$ cat config.mk
export PLATFORM = sky130hd
export DESIGN_NAME = saturation_correction_mult_pipe_flat
export DESIGN_NICKNAME = d
export VERILOG_FILES = /design/src/rtl/saturation_correction_mult_pipe_pkg.sv /design/src/rtl/saturation_correction_mult_pipe_if.sv /design/src/rtl/saturation_correction_mult_pipe_lane.sv /design/src/rtl/saturation_correction_mult_pipe.sv /design/src/flat_wrapper.sv
export SDC_FILE = /design/constraint.sdc
export NUM_CORES = 1
export LEC_CHECK = 0
export ABC_AREA = 1
export BUFFER_PORTS_ARGS = -buffer_cell sky130_fd_sc_hd__buf_2
export CORE_UTILIZATION = 25
export CTS_CLUSTER_DIAMETER = 120
export DETAILED_ROUTE_END_ITERATION = 6
export HOLD_SLACK_MARGIN = 0.06
export PLACE_DENSITY = 0.51
export SLEW_MARGIN = 20
export SYNTH_ARGS = -nofsm -noshare
export SYNTH_HDL_FRONTEND = slang
export SYNTH_SLANG_ARGS = --single-unit
$ cat constraint.sdc
create_clock -name clk -period 6.9 [get_ports clk]
set_clock_uncertainty 0.2 [all_clocks]
set_input_delay 0 -clock clk [delete_from_list [all_inputs] [get_ports clk]]
set_output_delay 0 -clock clk [all_outputs]
set_load 0.02 [all_outputs]
$ cat src/rtl/saturation_correction_mult_pipe_pkg.sv
// Shared format and rounding-mode constants for the saturation-correction multiplier.
package saturation_correction_pkg;

    localparam int unsigned A_FRAC_DEF    = 7;
    localparam int unsigned J_FRAC_DEF    = 4;
    localparam int unsigned OUT_W_DEF     = 8;

    localparam int unsigned ROUND_TRUNC   = 0;
    localparam int unsigned ROUND_HALF_UP = 1;

endpackage

$ cat src/rtl/saturation_correction_mult_pipe_if.sv
// Valid/ready stream bundle: Ac/Jc beats in, corrected pixel beats out.
interface saturation_correction_mult_pipe_if #(
    parameter int unsigned CHANNELS = 3,
    parameter int unsigned A_W      = 10,
    parameter int unsigned J_W      = 10,
    parameter int unsigned OUT_W    = 8
);

    logic                      in_valid;
    logic                      in_ready;
    logic [CHANNELS*A_W-1:0]   ac;
    logic [CHANNELS*J_W-1:0]   jc;
    logic                      out_valid;
    logic                      out_ready;
    logic [CHANNELS*OUT_W-1:0] pixel;
    logic [CHANNELS-1:0]       sat;

    modport master (
        output in_valid, ac, jc, out_ready,
        input  in_ready, out_valid, pixel, sat
    );

    modport slave (
        input  in_valid, ac, jc, out_ready,
        output in_ready, out_valid, pixel, sat
    );

endinterface

$ cat src/rtl/saturation_correction_mult_pipe_lane.sv
// One colour lane: S2 full product, S3 round + clip to the unsigned pixel range.
module sc_mul_lane
    import saturation_correction_pkg::*;
#(
    parameter int unsigned A_W    = 10,
    parameter int unsigned A_FRAC = A_FRAC_DEF,
    parameter int unsigned J_W    = 10,
    parameter int unsigned J_FRAC = J_FRAC_DEF,
    parameter int unsigned OUT_W  = OUT_W_DEF,
    parameter int unsigned ROUND  = ROUND_HALF_UP
) (
    input  logic             clk,
    input  logic             rst,
    input  logic             ld2_i,
    input  logic             ld3_i,
    input  logic [A_W-1:0]   a_i,
    input  logic [J_W-1:0]   j_i,
    output logic [OUT_W-1:0] pixel_o,
    output logic             sat_o
);

    localparam int unsigned P_W = A_W + J_W;
    localparam int unsigned F   = A_FRAC + J_FRAC;
    localparam int unsigned R_W = P_W + 1 - F;

    // Half-LSB bias added before the shift; zero when truncating.
    localparam logic [P_W:0]   RND_ADD = (ROUND == ROUND_HALF_UP) ? ((P_W + 1)'(1) << (F - 1)) : '0;
    localparam logic [R_W-1:0] PIX_MAX = R_W'({OUT_W{1'b1}});

    logic [P_W-1:0]   p_d;
    logic [P_W-1:0]   p_q;
    logic [P_W:0]     p_rnd;
    logic [R_W-1:0]   r;
    logic [OUT_W-1:0] pixel_d;
    logic             sat_d;

    assign p_d = P_W'(a_i) * P_W'(j_i);

    // Round in one extra bit so the bias cannot overflow, then clip instead of wrapping.
    always_comb begin
        p_rnd   = {1'b0, p_q} + RND_ADD;
        r       = R_W'(p_rnd >> F);
        pixel_d = r[OUT_W-1:0];
        sat_d   = 1'b0;
        if (r > PIX_MAX) begin
            pixel_d = '1;
            sat_d   = 1'b1;
        end
    end

    // S2 product and S3 result registers, loaded only when a beat moves in.
    always_ff @(posedge clk) begin
        if (rst) begin
            p_q     <= '0;
            pixel_o <= '0;
            sat_o   <= 1'b0;
        end else begin
            if (ld2_i) begin
                p_q <= p_d;
            end
            if (ld3_i) begin
                pixel_o <= pixel_d;
                sat_o   <= sat_d;
            end
        end
    end

endmodule

$ cat src/rtl/saturation_correction_mult_pipe.sv
// Three-stage multi-lane Ac*Jc multiplier with rounding, clipping and a clip-event counter.
module saturation_correction_mult_pipe
    import saturation_correction_pkg::*;
#(
    parameter int unsigned CHANNELS = 3,
    parameter int unsigned A_W      = 10,
    parameter int unsigned A_FRAC   = A_FRAC_DEF,
    parameter int unsigned J_W      = 10,
    parameter int unsigned J_FRAC   = J_FRAC_DEF,
    parameter int unsigned OUT_W    = OUT_W_DEF,
    parameter int unsigned ROUND    = ROUND_HALF_UP,
    parameter int unsigned CNT_W    = 16
) (
    input  logic                              clk,
    input  logic                              rst,
    saturation_correction_mult_pipe_if.slave  bus,
    output logic [CNT_W-1:0]                  sat_count
);

    logic                    v1_q, v2_q, v3_q;
    logic                    en1, en2, en3;
    logic [CHANNELS*A_W-1:0] ac_q;
    logic [CHANNELS*J_W-1:0] jc_q;
    logic [CNT_W-1:0]        sat_count_d;
    logic [CNT_W-1:0]        sat_count_q;

    // A stage may advance when it is empty or the stage after it advances.
    assign en3          = !v3_q || bus.out_ready;
    assign en2          = !v2_q || en3;
    assign en1          = !v1_q || en2;
    assign bus.in_ready = en1;
    assign bus.out_valid = v3_q;
    assign sat_count    = sat_count_q;

    // Stage valid bits; bubbles collapse because each stage loads whenever it is enabled.
    always_ff @(posedge clk) begin
        if (rst) begin
            v1_q <= 1'b0;
            v2_q <= 1'b0;
            v3_q <= 1'b0;
        end else begin
            if (en1) v1_q <= bus.in_valid;
            if (en2) v2_q <= v1_q;
            if (en3) v3_q <= v2_q;
        end
    end

    // S1 operand capture.
    always_ff @(posedge clk) begin
        if (rst) begin
            ac_q <= '0;
            jc_q <= '0;
        end else if (en1 && bus.in_valid) begin
            ac_q <= bus.ac;
            jc_q <= bus.jc;
        end
    end

    for (genvar g = 0; g < CHANNELS; g++) begin : g_lane
        sc_mul_lane #(
            .A_W    (A_W),
            .A_FRAC (A_FRAC),
            .J_W    (J_W),
            .J_FRAC (J_FRAC),
            .OUT_W  (OUT_W),
            .ROUND  (ROUND)
        ) u_lane (
            .clk     (clk),
            .rst     (rst),
            .ld2_i   (en2 && v1_q),
            .ld3_i   (en3 && v2_q),
            .a_i     (ac_q[g*A_W +: A_W]),
            .j_i     (jc_q[g*J_W +: J_W]),
            .pixel_o (bus.pixel[g*OUT_W +: OUT_W]),
            .sat_o   (bus.sat[g])
        );
    end

    // Count delivered beats with any lane clipped, sticking at all-ones.
    always_comb begin
        sat_count_d = sat_count_q;
        if (v3_q && bus.out_ready && (|bus.sat) && (sat_count_q != '1)) begin
            sat_count_d = sat_count_q + CNT_W'(1);
        end
    end

    // Clip-event counter register.
    always_ff @(posedge clk) begin
        if (rst) begin
            sat_count_q <= '0;
        end else begin
            sat_count_q <= sat_count_d;
        end
    end

endmodule

$ cat src/flat_wrapper.sv
// flat-port wrapper written by rule: the top's interface ports become plain ports
module saturation_correction_mult_pipe_flat import saturation_correction_pkg::*;
#(
    parameter int unsigned CHANNELS = 3,
    parameter int unsigned A_W      = 10,
    parameter int unsigned A_FRAC   = A_FRAC_DEF,
    parameter int unsigned J_W      = 10,
    parameter int unsigned J_FRAC   = J_FRAC_DEF,
    parameter int unsigned OUT_W    = OUT_W_DEF,
    parameter int unsigned ROUND    = ROUND_HALF_UP,
    parameter int unsigned CNT_W    = 16
)
  (clk, rst, sat_count, bus_in_valid, bus_ac, bus_jc, bus_out_ready, bus_in_ready, bus_out_valid, bus_pixel, bus_sat);
  saturation_correction_mult_pipe_if #(.CHANNELS(CHANNELS), .A_W(A_W), .J_W(J_W), .OUT_W(OUT_W)) bus_i ();
  input  logic clk;
  input  logic rst;
  output logic [CNT_W-1:0] sat_count;
  input wire logic [$bits(bus_i.in_valid)-1:0] bus_in_valid;
  input wire logic [$bits(bus_i.ac)-1:0] bus_ac;
  input wire logic [$bits(bus_i.jc)-1:0] bus_jc;
  input wire logic [$bits(bus_i.out_ready)-1:0] bus_out_ready;
  output wire logic [$bits(bus_i.in_ready)-1:0] bus_in_ready;
  output wire logic [$bits(bus_i.out_valid)-1:0] bus_out_valid;
  output wire logic [$bits(bus_i.pixel)-1:0] bus_pixel;
  output wire logic [$bits(bus_i.sat)-1:0] bus_sat;
  assign bus_i.in_valid = bus_in_valid;
  assign bus_i.ac = bus_ac;
  assign bus_i.jc = bus_jc;
  assign bus_i.out_ready = bus_out_ready;
  assign bus_in_ready = bus_i.in_ready;
  assign bus_out_valid = bus_i.out_valid;
  assign bus_pixel = bus_i.pixel;
  assign bus_sat = bus_i.sat;
  saturation_correction_mult_pipe #(.CHANNELS(CHANNELS), .A_W(A_W), .A_FRAC(A_FRAC), .J_W(J_W), .J_FRAC(J_FRAC), .OUT_W(OUT_W), .ROUND(ROUND), .CNT_W(CNT_W)) u_core (.clk(clk), .rst(rst), .bus(bus_i), .sat_count(sat_count));
endmodule
==> results.md <==
* DIE HEIGHT at 255 microns
* CTS tree: yes
* Synthesized area at 16,000 sq um
* Nature of the critical path startpoint: flip-flop
* Synth Flop Type: dfxtp_1
* Crit end category: flip-flop
* Register area at between 2000 and 3000 sq um
* HPWL after DPL at between 30 and 40 mm
* P per Cell Area at 147 nW/um^2
* Worst-Skew Late Latency at approximately 480 ps
* Antenna diode count at 0
* Setup violators final at 0
* Core Footprint at around 63,000 sq um
* Hold slack at approximately 110 ps
* Slowest-stage cell, CP: dfxtp_1
* Hold crit path type: in2reg
* Clock power share at between 30 and 40%
* Seq/Total Area, Yosys at approximately 17%
* Die width at between 200 and 300 microns
* CTS Buf Count at 17
* Internal at around 0.0017 W
* Slew Viols, Final at 0
* Hold_sp: bus_ac[26]
* Largest delay share family, worst path: adder cells
* Post-synth EDFFs at 0
* Worst slack at placement at 1800 ps
* Clock slew at reported path FFs at 60 ps
* Iteration-0 DRC Markers at about 640
* Synth Register Bits at 136
* Detail Route met2 WL at 20.2 mm
* Worst EP arrival at 5240 ps
* Via count at 13,494
* Fmax at a little under 0.2 GHz
* Synth area leaders: fa_1, dfxtp_1, ha_1
* Total track usage at between 10 and 15%
* Post-Syn Nets at around 2,700
* Setup_tns at 0 ps
* Layout cells sized above 1 at approximately 7.2%
* Util after Layout at 29.3%
* Unrepaired setup endpoints after global routing: no
* Layout fillers at between 7,000 and 8,000
* Antenna-violating nets left at 0
* DRC at 0
* Synth Warn # at 0
* Largest net degree at the start of global routing at 84
* CP bufs+invs at 6
* Switching Share at between 30% and 40%
* Area grow syn2layout at 15.8%
* Worst-path cell chain: nand2_1 -> fa_1 -> inv_1 -> fa_1 -> inv_1 -> fa_1 -> inv_1 -> fa_1 -> inv_1 -> fa_1 -> inv_1 -> ha_1 -> a21oi_1 -> o21ai_0 -> a21oi_1 -> nand2_1 -> nand2_1 -> nand2_1 -> nand2_1 -> nand3_1 -> nand2_1 -> inv_1
* Tcrit/Tclk final at about three quarters
* Max stage delay on crit path at between 500 and 600 ps
* Root Buffer Master: clkbuf_16
* Clk sink count at 136
* M1 WL at 19.3 mm
* Count leader, synth: nand2_1
* DR WL met3 at 1.27 mm
* Slew @ Worst Pin at slightly below 1000 ps
* Resized cells post-CTS at 0
* Worst-path fanout max at 11
* Final worst setup slack at 1830 ps
* Cell count after synthesis at 2,260
* DR WL/cell at 12.9 microns
* Vias in the first global route at between 10,000 and 15,000
* Finished Cell Area at ~18,000 sq um
* LEAKAGE at approximately 11 nW
* Ys async rst share at 0%
* Synth area leader: fa_1
* Total Nets Final at between 2,000 and 3,000
* Critical path type: reg2reg
* Synth cell count leaders: nand2_1, inv_1, nor2_1, fa_1, ha_1
* Initial antenna violation count at 0
* Flop pwr share at about a third
* Drt total wl at 41.5 mm
* Initial Util at between 20% and 30%
* Period minus WS final at 5070 ps
* Die area at about 65,000 sq um
* First-pass GRT wire length at slightly above 70 mm
* Top cell type's share of synthesized area at a little under a quarter
* TritonRoute pass-1 iters at 5
* Library cells used by synthesis at between 40 and 50
* Reg2reg setup slack at between 1500 and 2000 ps
* Num rows at 92
* Port Buf Inserts at roughly 110
* Required @ worst endpoint at about 7000 ps
* Max Cap Violations at 0
* CTS H-tree lvls at 4
* DP Area at approximately 17,000 sq um
* Area taken by multi-input logic gates at roughly 11,000 sq um
* Gate power share at ~29%
* Status: completed
* R2r startpoint: u_core.ac_q[17]
* Syn Area/Cell at 7.06 sq um
* Final-report hold violation count at 0
* Psw at ~0.001 W
* Highest Signal Layer: met4
* IO Pins at ~110
* Critical Path Source: u_core.ac_q[17]
* Gpl congestion at 0.822
* CTS max path bufs at 2
* VDD IR max at 0.171 mV
* Gr ovfl total at 0
* Rel. slew slack at about a third
* DR vias/cell at 4.19
[layout make-up]
class                      instances  share of cell area [%]
clock inverter                    14                    1.00
tap                              846                    5.73
clock buffer                      18                    2.32
inverter                         507                    10.3
multi-input combinational       1518                    59.0
sequential                       136                    14.7
timing repair buffer             183                    6.91
[layout by cell type, fill, tap and decap left out, types with 22 or more instances in the layout]
master / netlist / final
nand3_1: 71 / 71
nor2_1: 256 / 256
xor2_1: 22 / 22
nand2_1: 522 / 521
a21oi_1: 79 / 79
dlygate4sd3_1: 0 / 69
dfxtp_1: 136 / 136
o21ai_0: 118 / 118
buf_2: 16 / 108
ha_1: 163 / 163
inv_1: 500 / 499
fa_1: 183 / 183
[routing by layer]
layer,track usage [%],vias to the layer above
met5,0,-
met4,4.21,0
met3,2.28,36
met2,24.6,156
met1,17.1,6303
li1,-,6999
[path summary, 6_finish.rpt]
| path | to | depth (start not counted) |
|---|---|---|
| setup reg to reg | u_core.g_lane[1].u_lane.p_q[15] | 22 |
| setup / recovery | u_core.g_lane[1].u_lane.p_q[15] | 22 |
| hold reg to reg | u_core.sat_count[15] | 2 |
| hold / removal | u_core.ac_q[26] | 4 |
[kinds of logic after synthesis]
kind of cell	synth area share (%)
xor+xnor	1.43
flops	17.1
compound gates	8.09
buf+inv	14.7
fa+ha+maj	35.7
simple gates	23.0
[worst reg2reg max path, delay by kind of cell (launching register included)]
family / cells / cell delay [ps]
DFF: 1 / 550
AOI/OAI and AO/OA: 3 / 430
adders and majority gates: 6 / 2880
and+or+nand+nor: 7 / 620
buffers and inverters: 6 / 290
[power groups by stage]
stage / Sequential (W) / Clock, W / Combinational, W
floorplan: 0.000882 / 0 / 0.000613
global placement: 0.000957 / 0 / 0.000762
detailed placement: 0.000958 / 0 / 0.000759
CTS: 0.000940 / 0.00104 / 0.000799
global route: 0.000952 / 0.00107 / 0.000921
finish: 0.000940 / 0.00100 / 0.000778
[registers in the layout, indices dropped and copies added (netlist names)]
name / count
u_core.bus.out_valid: 1
u_core.g_lane.u_lane.p_q: 30
u_core.v1_q: 1
u_core.g_lane.u_lane.sat_o: 3
u_core.ac_q: 30
u_core.v2_q: 1
u_core.sat_count: 16
u_core.jc_q: 30
u_core.g_lane.u_lane.pixel_o: 24
[repair_timing]
item | 4_1_cts | 5_1_grt
endpoints found under the setup margin | 0 | 0
hold buffers | 69 | 0
buffers inserted | 0 | 0
endpoints found under the hold margin | 82 | 0
[through the flow]
stage | total power [W] | instances
global route | 0.00294 | 3222
detailed placement | 0.00172 | 3121
CTS | 0.00278 | 3222
finish | 0.00272 | 3222
floorplan | 0.00149 | 2260
global placement | 0.00172 | 3121
(Power assumes the default switching activity.)
